$ cat src/rtl/psum_rearrange_pkg.sv
// Shared definitions for the psum rearrange buffer (reader and writer sides).
// Latency: n/a (types, constants and a config helper only).
// Backpressure: n/a.
//
// Contents: buffer geometry constants, controller state encoding, the
// {last, data} element carried through the reader's skid FIFO, and the
// frame-volume helpers used to validate a start request.
package psum_rearrange_pkg;

  localparam int ADDR_W       = 12;
  localparam int DATA_W       = 8;
  localparam int BUFFER_DEPTH = 3500;
  localparam int CLEAR_CYCLES = 4096;
  localparam int FIFO_DEPTH   = 2;

  typedef enum logic [1:0] {
    ST_CLEAR_WAIT = 2'd0,
    ST_IDLE       = 2'd1,
    ST_RUN        = 2'd2,
    ST_DRAIN      = 2'd3
  } state_t;

  typedef struct packed {
    logic              last;
    logic [DATA_W-1:0] data;
  } elem_t;

  // C*H*W; 15*63*63 is the largest value the port widths allow, fits 17 bits.
  function automatic logic [16:0] cfg_volume(input logic [5:0] w,
                                             input logic [5:0] h,
                                             input logic [3:0] c);
    return 17'(w) * 17'(h) * 17'(c);
  endfunction

  function automatic logic cfg_ok(input logic [5:0] w,
                                  input logic [5:0] h,
                                  input logic [3:0] c);
    return (w != 6'd0) && (h != 6'd0) && (c != 4'd0) &&
           (cfg_volume(w, h, c) <= 17'(BUFFER_DEPTH));
  endfunction

endpackage

$ cat src/rtl/psum_reader_skid_fifo.sv
// Two-entry skid FIFO holding {last, data} elements between the read pipe and the stream port.
// Latency: a pushed element is visible at o_head_dat / o_count the cycle after the push.
// Backpressure: push is dropped only when full without a same-cycle pop; caller keeps it from happening.
//
// Ports:
//   i_clock, i_reset   clock, synchronous active-low reset
//   i_push, i_push_dat write strobe and element
//   i_pop              consume the head element (ignored when empty)
//   o_head_dat         current head element (registered storage)
//   o_count            occupancy 0..2
module psum_reader_skid_fifo
  import psum_rearrange_pkg::*;
#(
  parameter int WIDTH = DATA_W + 1
)
(
  input  logic             i_clock,
  input  logic             i_reset,
  input  logic             i_push,
  input  logic [WIDTH-1:0] i_push_dat,
  input  logic             i_pop,
  output logic [WIDTH-1:0] o_head_dat,
  output logic [1:0]       o_count
);

  logic [WIDTH-1:0] r_mem [FIFO_DEPTH];
  logic             r_wr_ptr;
  logic             r_rd_ptr;
  logic [1:0]       r_count;
  logic             w_do_push;
  logic             w_do_pop;

  assign w_do_pop  = i_pop & (r_count != 2'd0);
  // A full FIFO may still accept when the head leaves in the same cycle.
  assign w_do_push = i_push & ((r_count != 2'd2) | w_do_pop);

  always_ff @(posedge i_clock) begin
    if (!i_reset) begin
      for (int i = 0; i < FIFO_DEPTH; i++) begin
        r_mem[i] <= '0;
      end
      r_wr_ptr <= 1'b0;
      r_rd_ptr <= 1'b0;
      r_count  <= 2'd0;
    end else begin
      if (w_do_push) begin
        r_mem[r_wr_ptr] <= i_push_dat;
        r_wr_ptr        <= ~r_wr_ptr;
      end
      if (w_do_pop) begin
        r_rd_ptr <= ~r_rd_ptr;
      end
      case ({w_do_push, w_do_pop})
        2'b10:   r_count <= r_count + 2'd1;
        2'b01:   r_count <= r_count - 2'd1;
        default: r_count <= r_count;
      endcase
    end
  end

  assign o_head_dat = r_mem[r_rd_ptr];
  assign o_count    = r_count;

endmodule

$ cat src/rtl/psum_rearrange_reader.sv
// Read-side master of the psum rearrange buffer: raster-scans C x Hp x Wp, inserts zero border, streams bytes.
// Latency: start at edge k -> first rd_addr in cycle k+1 -> first out_valid in cycle k+3; 1 elem/cycle sustained.
// Backpressure: out_ready low stalls slot issue once FIFO + in-flight reaches 2; nothing is dropped.
//
// Ports:
//   i_clock, i_reset        clock, synchronous active-low reset (restarts the clear wait)
//   i_start, i_cfg_*        frame request and geometry (W, H, C, pad enable), sampled in IDLE
//   o_rd_addr, i_rd_data    buffer read port; data returns one cycle after the address
//   o_out_data/_valid/_last valid/ready element stream, i_out_ready from the consumer
//   o_busy, o_done          activity flag, one-cycle frame-complete pulse
//   o_cfg_err               one-cycle pulse when a start is rejected
module psum_rearrange_reader
  import psum_rearrange_pkg::*;
(
  input  logic                     i_clock,
  input  logic                     i_reset,
  input  logic                     i_start,
  input  logic [5:0]               i_cfg_width,
  input  logic [5:0]               i_cfg_height,
  input  logic [3:0]               i_cfg_channels,
  input  logic                     i_cfg_pad_en,
  output logic [ADDR_W-1:0]        o_rd_addr,
  input  logic [DATA_W-1:0]        i_rd_data,
  output logic signed [DATA_W-1:0] o_out_data,
  output logic                     o_out_valid,
  input  logic                     i_out_ready,
  output logic                     o_out_last,
  output logic                     o_busy,
  output logic                     o_done,
  output logic                     o_cfg_err
);

  localparam int CLR_W = $clog2(CLEAR_CYCLES + 1);

  state_t            r_state;
  logic [CLR_W-1:0]  r_clr_cnt;
  logic [5:0]        r_w;
  logic [5:0]        r_h;
  logic [3:0]        r_c;
  logic              r_pad;
  logic [6:0]        r_x;
  logic [6:0]        r_y;
  logic [3:0]        r_ch;
  logic [ADDR_W-1:0] r_rd_addr;
  logic [ADDR_W-1:0] r_final_addr;
  logic              r_infl;
  logic              r_infl_pad;
  logic              r_infl_last;
  logic              r_busy;
  logic              r_done;
  logic              r_cfg_err;

  logic [6:0]        w_wp;
  logic [6:0]        w_hp;
  logic              w_x_end;
  logic              w_y_end;
  logic              w_c_end;
  logic              w_last_slot;
  logic              w_pad_slot;
  logic [1:0]        w_fifo_count;
  elem_t             w_head;
  elem_t             w_push_elem;
  logic              w_pop;
  logic              w_issue;
  logic [16:0]       w_vol;

  // Padded extents: the border is at most one element, so x<p / x>=W+p
  // reduce to the first and last column (same for rows).
  assign w_wp        = {1'b0, r_w} + {5'd0, r_pad, 1'b0};
  assign w_hp        = {1'b0, r_h} + {5'd0, r_pad, 1'b0};
  assign w_x_end     = (r_x == w_wp - 7'd1);
  assign w_y_end     = (r_y == w_hp - 7'd1);
  assign w_c_end     = (r_ch == r_c - 4'd1);
  assign w_last_slot = w_x_end & w_y_end & w_c_end;
  assign w_pad_slot  = r_pad & ((r_x == 7'd0) | w_x_end | (r_y == 7'd0) | w_y_end);

  assign o_out_valid = (w_fifo_count != 2'd0);
  assign w_pop       = o_out_valid & i_out_ready;

  // Occupancy after this cycle's pop, plus the slot already in the read
  // pipe, must leave room for the slot issued now.
  assign w_issue = (r_state == ST_RUN) &
                   (({1'b0, w_fifo_count} + {2'b00, r_infl}) < (3'd2 + {2'b00, w_pop}));

  // Pad slots ride the same one-cycle pipe as reads so ordering is kept.
  assign w_push_elem.last = r_infl_last;
  assign w_push_elem.data = r_infl_pad ? '0 : i_rd_data;

  assign w_vol = cfg_volume(i_cfg_width, i_cfg_height, i_cfg_channels);

  always_ff @(posedge i_clock) begin
    if (!i_reset) begin
      r_state      <= ST_CLEAR_WAIT;
      r_clr_cnt    <= '0;
      r_w          <= '0;
      r_h          <= '0;
      r_c          <= '0;
      r_pad        <= 1'b0;
      r_x          <= '0;
      r_y          <= '0;
      r_ch         <= '0;
      r_rd_addr    <= '0;
      r_final_addr <= '0;
      r_infl       <= 1'b0;
      r_infl_pad   <= 1'b0;
      r_infl_last  <= 1'b0;
      r_busy       <= 1'b1;
      r_done       <= 1'b0;
      r_cfg_err    <= 1'b0;
    end else begin
      r_done    <= 1'b0;
      r_cfg_err <= 1'b0;
      r_infl    <= w_issue;
      case (r_state)
        ST_CLEAR_WAIT: begin
          if (r_clr_cnt == CLR_W'(CLEAR_CYCLES - 1)) begin
            r_state <= ST_IDLE;
            r_busy  <= 1'b0;
          end else begin
            r_clr_cnt <= r_clr_cnt + 1'b1;
          end
        end
        ST_IDLE: begin
          if (i_start) begin
            if (cfg_ok(i_cfg_width, i_cfg_height, i_cfg_channels)) begin
              r_w          <= i_cfg_width;
              r_h          <= i_cfg_height;
              r_c          <= i_cfg_channels;
              r_pad        <= i_cfg_pad_en;
              r_x          <= '0;
              r_y          <= '0;
              r_ch         <= '0;
              r_rd_addr    <= '0;
              r_final_addr <= ADDR_W'(w_vol - 17'd1);
              r_state      <= ST_RUN;
              r_busy       <= 1'b1;
            end else begin
              r_cfg_err <= 1'b1;
            end
          end
        end
        ST_RUN: begin
          if (w_issue) begin
            r_infl_pad  <= w_pad_slot;
            r_infl_last <= w_last_slot;
            // Channel planes and rows are stored back to back, so the
            // read address of c*H*W + row*W + col is just a running count
            // of reads. It parks on the final address once that is issued.
            if (!w_pad_slot && (r_rd_addr != r_final_addr)) begin
              r_rd_addr <= r_rd_addr + 1'b1;
            end
            if (w_x_end) begin
              r_x <= '0;
              if (w_y_end) begin
                r_y <= '0;
                if (w_c_end) begin
                  r_state <= ST_DRAIN;
                end else begin
                  r_ch <= r_ch + 1'b1;
                end
              end else begin
                r_y <= r_y + 1'b1;
              end
            end else begin
              r_x <= r_x + 1'b1;
            end
          end
        end
        ST_DRAIN: begin
          // The tagged last element is the final one; once it leaves, the
          // pipe and FIFO are necessarily empty.
          if (w_pop && w_head.last) begin
            r_done  <= 1'b1;
            r_busy  <= 1'b0;
            r_state <= ST_IDLE;
          end
        end
        default: r_state <= ST_CLEAR_WAIT;
      endcase
    end
  end

  psum_reader_skid_fifo #(
    .WIDTH ($bits(elem_t))
  ) u_skid_fifo (
    .i_clock    (i_clock),
    .i_reset    (i_reset),
    .i_push     (r_infl),
    .i_push_dat (w_push_elem),
    .i_pop      (w_pop),
    .o_head_dat (w_head),
    .o_count    (w_fifo_count)
  );

  assign o_rd_addr  = r_rd_addr;
  assign o_out_data = w_head.data;
  assign o_out_last = w_head.last;
  assign o_busy     = r_busy;
  assign o_done     = r_done;
  assign o_cfg_err  = r_cfg_err;

endmodule

$ cat config.mk
export PLATFORM = sky130hd
export DESIGN_NAME = psum_rearrange_reader
export DESIGN_NICKNAME = d
export VERILOG_FILES = /design/src/rtl/psum_rearrange_pkg.sv /design/src/rtl/psum_reader_skid_fifo.sv /design/src/rtl/psum_rearrange_reader.sv
export SDC_FILE = /design/constraint.sdc
export NUM_CORES = 1
export LEC_CHECK = 0
export CAP_MARGIN = 25
export CORE_ASPECT_RATIO = 1.25
export CORE_MARGIN = 10
export CORE_UTILIZATION = 50
export DETAILED_ROUTE_END_ITERATION = 8
export GPL_TIMING_DRIVEN = 0
export HOLD_SLACK_MARGIN = 0.12
export PLACE_DENSITY = 0.74
export REMOVE_ABC_BUFFERS = 1
export SKIP_CTS_REPAIR_TIMING = 1
export SLEW_MARGIN = 0
export SYNTH_ARGS = -nofsm -noshare
export SYNTH_HDL_FRONTEND = slang
export SYNTH_SLANG_ARGS = --single-unit
$ cat constraint.sdc
create_clock -name i_clock -period 10.15 [get_ports i_clock]
set_input_delay 2.03 -clock i_clock [delete_from_list [all_inputs] [get_ports i_clock]]
set_output_delay 2.03 -clock i_clock [all_outputs]
set_load 0.02 [all_outputs]
==> flow_metrics.py, run 1 <==
metrics = {
    "status": {
        "outcome": "completed",
    },
    "synthesis": {
        "synth_adder_area_share_pct": 19.5,
        "synth_compound_area_share_pct": 16.2,
        "synth_area_um2": 8380,
        "ys_types": 64,
        "ys_ff_latch": 103,
        "async_reset_ff_share_pct": 0,
        "synthMuxAreaShare_pct": 2.20,
        "synth_top_cell_by_area": "dfxtp_1",
        "avgSynthCellArea_um2": 8.49,
        "synth-edff-count": 18,
        "ys_seq_area_share_pct": 26.8,
        "synth-xor-area-share_pct": 7.32,
        "synth_simple_gate_area_share_pct": 22.0,
        "ys_top_cells_by_area": "dfxtp_1 (20%), ha_1 (10%), fa_1 (9.3%), edfxtp_1 (6.5%), nand2_1 (4.7%)",
        "synthFlopType": "dfxtp_1",
        "post_synth_inst_count": 987,
        "synth_top_family_by_area": "simple AND/OR/NAND/NOR gates",
        "ys_warn_count": 0,
        "synth_top_area_share_pct": 20.3,
    },
    "setup_path": {
        "end_kind": "flip-flop",
        "worstSetupPathType": "in2reg",
        "slowest_stage": "or4_1",
        "critPathArrivalTime_ps": 9790,
        "path_common_cell": "fa_1",
        "crit_path_max_fanout": 32,
        "critPathMaxStageDelay_ps": 580,
        "startpoint_type": "primary input",
        "crit_required_ps": 10400,
    },
    "layout": {
        "area_growth_pct": 13.4,
        "drive_above_1_share_pct": 5.44,
        "n_antenna_cell": 0,
        "mostFrequentLayoutCell": "nand2_1",
        "stdcell_count": 1246,
        "finalNetCount": 1161,
        "layout.cells.most_common_list": "nand2_1 (106), inv_1 (96), dfxtp_1 (85), nor2_1 (69), ha_1 (67)",
    },
    "power": {
        "ir_drop_mv": 0.314,
        "p_per_area_nw_per_um2": 213,
        "leakagePower_nw": 3.93,
    },
    "floorplanning": {
        "start_util_pct": 51.3,
        "fp-row-count": 52,
        "fp.coreArea_um2": 16300,
        "die-area_um2": 22400,
        "die_y_um": 165,
        "die_width_um": 136,
        "num_io_pins": 54,
    },
    "global_routing": {
        "grt_max_degree": 53,
        "use_met3_pct": 1.82,
        "grt_use_total_pct": 16.8,
        "grtUsageMet1_pct": 19.6,
        "busiest_layer": "met2",
        "met2_usage_pct": 30.9,
        "grt_pass1_wl_um": 31800,
        "grt-ovfl-total": 0,
        "antenna_found_initial": 0,
        "grt_pass1_vias": 6852,
    },
    "detailed_routing": {
        "dr.pass1.iters": 4,
        "wire_per_inst_um": 14.8,
        "totalWireLength_um": 18400,
        "viasPerCell": 5.59,
        "drc_errors": 0,
        "vias": 6964,
        "ant_nets": 0,
        "drt_first_iter_violations": 412,
    },
    "sta": {
        "finalSetupTns_ps": 0,
        "worstMarginPinSlew_ps": 940,
        "setup_slack_ps": 609,
        "finalCritPeriodShare_pct": 94.0,
        "final-max-slew-violation-count": 0,
        "max_freq_mhz": 105,
        "worst_clock_skew_ps": 8.48,
        "relSlewSlack_pct": 37.3,
        "rsz0062_at_grt": "no",
        "final_hold_viol_count": 0,
        "hold-worst-slack_ps": 459,
        "setup_violations": 0,
        "fin_crit_ps": 9540,
    },
    "clock_network": {
        "cts.path.max_buffers": 2,
        "cts_tree": "built",
        "cts_htree_levels": 3,
        "cts_sinks": 103,
        "cts_root_buf": "clkbuf_16",
        "clk_latency_ps": 340,
        "numCtsBuffers": 9,
        "cts.clk_slew.worst_paths_ps": 70,
    },
    "place": {
        "post-dp-hpwl_um": 14200,
        "dp_cells": 1227,
        "port_buffers": 53,
        "gp_congestion": 0.850,
        "dpl_worst_slack_ps": -449,
    },
    "job": {
        "cap_violations": 0,
    },
    "worst_hold_path": {
        "hold_path.class": "reg2reg",
    },
}
## per-layer routing
layer / share of wire, % / vias to the layer above
met2: 52 / 125
li1: - / 3501
met1: 43 / 3310
met4: 2.2 / 0
met3: 2.9 / 28
met5: 0 / -
## worst paths after layout
path / start / endpoint / slack [ps] / cells past startpoint
setup / recovery: i_cfg_width[0] / o_rd_addr[4]$_SDFFE_PN0P_ / 610 / 29
setup reg to reg: r_pad$_SDFFE_PN0P_ / o_rd_addr[9]$_SDFFE_PN0P_ / 6210 / 14
hold / removal: r_h[1]$_SDFFE_PN0P_ / r_h[1]$_SDFFE_PN0P_ / 460 / 2
hold reg to reg: r_h[1]$_SDFFE_PN0P_ / r_h[1]$_SDFFE_PN0P_ / 460 / 2
## flip-flops by register name, indices dropped and copies added, names as in the netlist, 4 cells and up, named ones only
| name | flops |
|---|---|
| u_skid_fifo.r_mem | 18 |
| r_clr_cnt | 13 |
| o_rd_addr | 12 |
| r_final_addr | 12 |
| r_x | 7 |
| r_y | 7 |
| r_h | 6 |
| r_w | 6 |
| r_c | 4 |
| r_ch | 4 |
## worst max-delay path, delay by kind of cell
family	cells	cell delay [ps]
and+or+nand+nor	7	1460
adders and majority gates	7	3360
xor gates and xnor gates	1	170
AOI/OAI and AO/OA	9	1980
buffers and inverters	5	770
## area by class of cell
class	instances	area (um2)
multi-input cells	752	5670
clock buffers	11	233
inverters	98	369
clock inverters	5	60.1
repair buffers	61	657
well taps	216	270
fillers	1493	6830
flip-flops and latches	103	2240
## per-stage QoR
| stage | instance area (um2) | total power, mW | util, % |
|---|---|---|---|
| 2_1_floorplan | 8240 | 1.40 | - |
| 3_3_place_gp | 9040 | 1.62 | 55.4 |
| 3_5_place_dp | 9110 | 1.64 | 55.8 |
| 4_1_cts | 9410 | 1.99 | 57.6 |
| 5_1_grt | 9500 | 2.22 | 58.2 |
| 6_report | 9500 | 2.02 | 58.2 |
## logic make-up (layout without fill, tap and decap cells)
logic type	Yosys count	in the layout
fa+ha+maj	107	107
flops	103	103
buf+inv	132	175
xor+xnor	70	70
mux	17	17
compound gates	193	193
simple gates	365	365
## synth_stat cells, types with 11 or more instances
master    count
nand2_1     106
inv_1        96
dfxtp_1      85
nor2_1       69
ha_1         68
a21oi_1      49
and2_1       49
fa_1         39
xnor2_1      36
xor2_1       34
clkbuf_1     31
o21ai_0      26
nand3_1      23
a211oi_1     20
edfxtp_1     18
nand2b_1     17
nor3_1       15
o31ai_1      15
nor4_1       14
o311ai_0     12
or3_1        12
and3_1       11
mux2_2       11
nand4_1      11
## where the power goes
part | internal [mW] | total, mW | leakage, nW | switching, mW
Clock | 0.192 | 0.344 | 0.140 | 0.152
Combinational | 0.537 | 1.26 | 2.93 | 0.721
Sequential | 0.419 | 0.421 | 0.862 | 0.00163
Note: power is estimated with default switching activity, not from simulation.
==> run 2: changes to the inputs <==
Settings changed: PLACE_DENSITY 0.74 to 0.69, RECOVER_POWER set to 50.
==> run 2 against run 1 <==
Effect of this change:
- non-clock buffer count up 5
- clock skew decreased by 0.66 ps
- wire length is 0.27% higher
- highest routed layer unchanged
- critical endpoint is now r_x[5]$_SDFFE_PN0P_
==> flow_metrics.py, run 2 (same netlist as run 1, synthesis figures left out) <==
metrics = {
    "global_routing": {
        "grt_pass1_wl_um": 31700,
        "grt_pass1_vias": 6836,
        "antenna_found_initial": 0,
        "grt_use_total_pct": 16.9,
        "grt-ovfl-total": 0,
        "grt_max_degree": 53,
    },
    "setup_path": {
        "r2r_cells": 14,
        "end_kind": "flip-flop",
        "crit_required_ps": 10410,
        "crit_buf_inv": 4,
        "startpoint_type": "primary input",
        "crit_path_max_fanout": 23,
        "critPathMaxStageDelay_ps": 550,
        "worstSetupPathType": "in2reg",
        "path_common_cell": "fa_1",
        "slowest_stage": "clkdlybuf4s50_1",
        "startpoint": "i_cfg_width[3]",
        "r2r_slack_ps": 6310,
        "critPathArrivalTime_ps": 9950,
        "cp_num_cells": 30,
        "r2r_end": "o_rd_addr[9]$_SDFFE_PN0P_",
        "crit-reg2reg-launch": "r_pad$_SDFFE_PN0P_",
        "crit_family": "adder cells",
    },
    "job": {
        "cap_violations": 0,
    },
    "place": {
        "port_buffers": 53,
        "post-dp-hpwl_um": 14200,
        "dp_cells": 1227,
        "gp_congestion": 0.809,
    },
    "power": {
        "ir_drop_mv": 0.309,
        "finalPower_mw": 2.01,
        "clkPwrFrac_pct": 15.9,
        "p_seq_share_pct": 20.9,
        "p_per_area_nw_per_um2": 213,
        "p_sw_share_pct": 43.6,
        "power.net_switching_uw": 878,
        "leakagePower_nw": 3.90,
        "intPower_mw": 1.13,
        "pwr-share-comb_pct": 63.2,
    },
    "clock_network": {
        "cts_tree": "built",
        "cts.clk_slew.worst_paths_ps": 70,
        "numCtsBuffers": 9,
        "cts_htree_levels": 3,
        "cts.path.max_buffers": 2,
        "cts_root_buf": "clkbuf_16",
        "cts_sinks": 103,
        "clk_latency_ps": 340,
    },
    "worst_hold_path": {
        "hold_end": "r_h[1]$_SDFFE_PN0P_",
        "hp-start": "r_h[1]$_SDFFE_PN0P_",
        "hold_path.class": "reg2reg",
        "min_path_cells": 2,
    },
    "sta": {
        "setup_violations": 0,
        "final-max-slew-violation-count": 0,
        "final_hold_viol_count": 0,
        "fin_crit_ps": 9680,
        "worstMarginPinSlew_ps": 1160,
        "worst_clock_skew_ps": 7.82,
        "relSlewSlack_pct": 22.6,
        "max_freq_mhz": 103,
        "finalCritPeriodShare_pct": 95.4,
        "finalSetupTns_ps": 0,
    },
    "detailed_routing": {
        "ant_nets": 0,
        "vias": 6937,
        "dr.pass1.iters": 5,
        "viasPerCell": 5.55,
        "wire_per_inst_um": 14.8,
        "drc_errors": 0,
        "totalWireLength_um": 18500,
        "drt_first_iter_violations": 278,
    },
    "layout": {
        "drive_above_1_share_pct": 5.41,
        "largest_reg_flops": 18,
        "finalNetCount": 1166,
        "seqCellArea_um2": 2240,
        "area_growth_pct": 12.9,
        "mostFrequentLayoutCell": "nand2_1",
        "regMostFlops": "u_skid_fifo.r_mem",
        "n_antenna_cell": 0,
        "stdcell_count": 1251,
        "num-fill-cells": 1508,
        "layout.cells.most_common_list": "nand2_1 (106), inv_1 (96), dfxtp_1 (85), nor2_1 (69), ha_1 (67)",
        "multi_input_comb_area_um2": 5650,
        "top_regs": "u_skid_fifo.r_mem: 18 flops, r_clr_cnt: 13 flops",
    },
    "floorplanning": {
        "die_width_um": 136,
        "start_util_pct": 51.3,
        "fp-row-count": 52,
        "die_y_um": 165,
        "num_io_pins": 54,
        "fp.coreArea_um2": 16300,
        "die-area_um2": 22400,
    },
    "status": {
        "outcome": "completed",
    },
}
==> run 2: worst max-delay path by stage <==
stage / to / slack, ps
detailed placement: o_rd_addr[6]$_SDFFE_PN0P_ / -420
finish: r_x[5]$_SDFFE_PN0P_ / 470
global route: r_x[4]$_SDFFE_PN0P_ / -30
global placement: o_rd_addr[5]$_SDFFE_PN0P_ / -3310
floorplan: o_rd_addr[5]$_SDFFE_PN0P_ / -470
CTS: o_rd_addr[6]$_SDFFE_PN0P_ / -50
==> run 2: power groups by stage <==
stage               clock (mW)  sequential [mW]  combinational [mW]
floorplan                    0            0.430               0.967
global placement             0            0.430                1.21
detailed placement           0            0.430                1.23
CTS                      0.325            0.421                1.24
global route             0.343            0.421                1.43
finish                   0.319            0.421                1.27
==> run 2: layout make-up <==
type	count	share of cell area, %
Timing Repair Buffer	66	6.92
Tap cell	216	2.86
Sequential cell	103	23.7
Multi-Input combinational cell	752	59.8
Clock inverter	2	0.172
Inverter	98	3.90
Clock buffer	14	2.69
==> run 2: tightest hold or removal path: stages, from the launching register on <==
cell and delay, ps:
dfxtp_1 310, nand2_1 50, a21oi_1 50
==> run 2: routing by layer <==
metal / share of wire (%) / GRT usage, % / up-vias
li1: - / - / 3525
met2: 53 / 32.4 / 101
met5: 0 / 0 / -
met4: 1.4 / 4.61 / 0
met1: 43 / 19.2 / 3289
met3: 2.6 / 1.64 / 22
==> run 2: through the flow <==
stage	area, um2	utilization [%]	hold slack [ps]	setup slack [ps]
CTS	9380	57.4	461	-54.3
detailed placement	9110	55.8	445	-417
global placement	9040	55.4	432	-3310
finish	9460	57.9	458	466
floorplan	8240	-	422	-474
global route	9460	57.9	487	-26.1
==> run 3: changes to the inputs <==
Settings changed: CORE_UTILIZATION 50 to 61, PLACE_DENSITY 0.69 to 0.82.
==> run 3 against run 2 <==
Effect of this change:
- the flow now finishes with violations (capacitance limit, slew limit)
- fmax increased by 1.6%
- largest power group unchanged
- combinational power increased by 4%
- worst hold slack got worse by 7.4 ps
- clock power increased by 9.1%
- sequential cell count unchanged
- wire length increased by 2.7%
- sequential power about the same
- first-iteration DRC count increased by 72%
- core utilization increased by 13 points
==> flow_metrics.py, run 3 (same netlist as run 1, synthesis figures left out) <==
metrics = {
    "status": {
        "outcome": "finished, violations left",
        "violations": "capacitance limit, slew limit",
    },
    "detailed_routing": {
        "drc_errors": 0,
        "drt_first_iter_violations": 478,
        "wire_per_inst_um": 15.8,
        "dr.pass1.iters": 5,
        "totalWireLength_um": 19000,
        "vias": 7114,
        "viasPerCell": 5.91,
        "ant_nets": 0,
    },
    "clock_network": {
        "cts_root_buf": "clkbuf_16",
        "numCtsBuffers": 9,
        "cts_htree_levels": 3,
        "clk_latency_ps": 350,
        "cts.clk_slew.worst_paths_ps": 70,
        "cts_sinks": 103,
        "cts.path.max_buffers": 2,
        "cts_tree": "built",
    },
    "floorplanning": {
        "fp.coreArea_um2": 13300,
        "die_width_um": 125,
        "start_util_pct": 62.8,
        "num_io_pins": 54,
        "fp-row-count": 47,
        "die-area_um2": 18800,
        "die_y_um": 151,
    },
    "sta": {
        "worstMarginPinSlew_ps": 1820,
        "final_hold_viol_count": 0,
        "fin_crit_ps": 9530,
        "hold-worst-slack_ps": 450,
        "relSlewSlack_pct": -21.9,
        "setup_violations": 0,
        "setup_slack_ps": 622,
        "rsz0062_at_grt": "no",
        "worst_clock_skew_ps": 9.43,
        "finalCritPeriodShare_pct": 93.9,
        "final-max-slew-violation-count": 53,
        "max_freq_mhz": 105,
    },
    "layout": {
        "regMostFlops": "u_skid_fifo.r_mem",
        "finalNetCount": 1164,
        "largest_reg_flops": 18,
        "area_growth_pct": 12.9,
        "top_regs": "u_skid_fifo.r_mem: 18 flops, r_clr_cnt: 13 flops",
        "layout.cells.most_common_list": "nand2_1 (106), inv_1 (96), dfxtp_1 (85), nor2_1 (69), ha_1 (67)",
        "n_antenna_cell": 0,
        "mostFrequentLayoutCell": "nand2_1",
        "drive_above_1_share_pct": 5.61,
    },
    "setup_path": {
        "critPathMaxStageDelay_ps": 570,
        "end_kind": "flip-flop",
        "critPathArrivalTime_ps": 9760,
        "r2r_slack_ps": 6150,
        "crit_required_ps": 10380,
        "slowest_stage": "fa_1",
        "path_common_cell": "fa_1",
        "crit_path_max_fanout": 11,
        "worstSetupPathType": "in2reg",
        "startpoint_type": "primary input",
    },
    "power": {
        "p_sw_share_pct": 44.0,
        "p_per_area_nw_per_um2": 221,
        "pwr-share-comb_pct": 63.2,
        "p_seq_share_pct": 20.1,
        "ir_drop_mv": 0.447,
        "intPower_mw": 1.17,
        "leakagePower_nw": 4.00,
        "power.net_switching_uw": 919,
        "clkPwrFrac_pct": 16.7,
    },
    "global_routing": {
        "antenna_found_initial": 0,
        "grt-ovfl-total": 0,
        "grt_use_total_pct": 20.1,
        "grt_pass1_wl_um": 32800,
        "grt_pass1_vias": 7095,
        "grt_max_degree": 53,
    },
    "place": {
        "post-dp-hpwl_um": 14200,
        "gp_congestion": 0.873,
        "port_buffers": 53,
        "dpl_worst_slack_ps": -330,
    },
    "job": {
        "cap_violations": 1,
    },
    "worst_hold_path": {
        "hold_path.class": "reg2reg",
    },
}
## run 3: changes by cell type in the layout (fill, tap and decap cells not counted), sizes merged
cell,change
buf,-3
bufinv,+1
clkbuf,-4
clkdlybuf4s50,-7
clkinvlp,+1
dlygate4sd3,-1
dlymetal6s2s,+8
inv,+2
o31a,+1
## run 3: per-layer routing
layer | global-route usage, % | vias to the layer above | wire length (um)
met4 | 8.30 | 0 | 521
li1 | - | 3515 | -
met3 | 2.03 | 38 | 634
met1 | 22.5 | 3400 | 7600
met5 | 0 | - | 0
met2 | 38.1 | 161 | 10200
## run 3: metrics by stage
step / util, % / total power, mW / instances / setup TNS (ps) / instance area [um2]
after CTS: 70.1 / 1.99 / 1198 / 0 / 9350
after global routing: 70.9 / 2.27 / 1204 / 0 / 9460
after global placement: 67.3 / 1.63 / 1177 / -93230 / 8980
after detailed placement: 67.8 / 1.64 / 1182 / -3090 / 9050
final: 70.9 / 2.09 / 1204 / 0 / 9460
after floorplan: - / 1.40 / 953 / -2690 / 8240
## run 3: worst max-delay path, delay by kind of cell
family                   cells  cell delay [ps]
AO/OA/AOI/OAI               10             2290
buffers and inverters        4              580
multiplexers                 1              240
AND/OR/NAND/NOR              5             1030
adder cells (fa/ha/maj)      7             3410
XOR/XNOR                     1              210
## run 3: worst paths after layout
path | start | endpoint | depth (start not counted)
setup reg to reg | r_pad$_SDFFE_PN0P_ | o_rd_addr[9]$_SDFFE_PN0P_ | 14
hold reg to reg | r_clr_cnt[12]$_SDFFE_PN0P_ | r_clr_cnt[12]$_SDFFE_PN0P_ | 2
setup / recovery | i_cfg_width[0] | r_y[1]$_SDFFE_PN0P_ | 28
hold / removal | r_clr_cnt[12]$_SDFFE_PN0P_ | r_clr_cnt[12]$_SDFFE_PN0P_ | 2
## run 3: final cells by class
class	count	area, um2
fillers	1052	3890
multi-input cells	753	5700
clock buffers	10	229
flip-flops and latches	103	2240
clock inverters	6	67.6
inverters	98	369
repair buffers	63	636
well taps	171	214
## run 3: power groups by stage
stage	clock, mW	sequential (mW)	combinational, mW
after detailed placement	0	0.430	1.21
after CTS	0.351	0.421	1.22
final	0.348	0.421	1.32
after global placement	0	0.430	1.20
after global routing	0.366	0.421	1.48
after floorplan	0	0.430	0.967
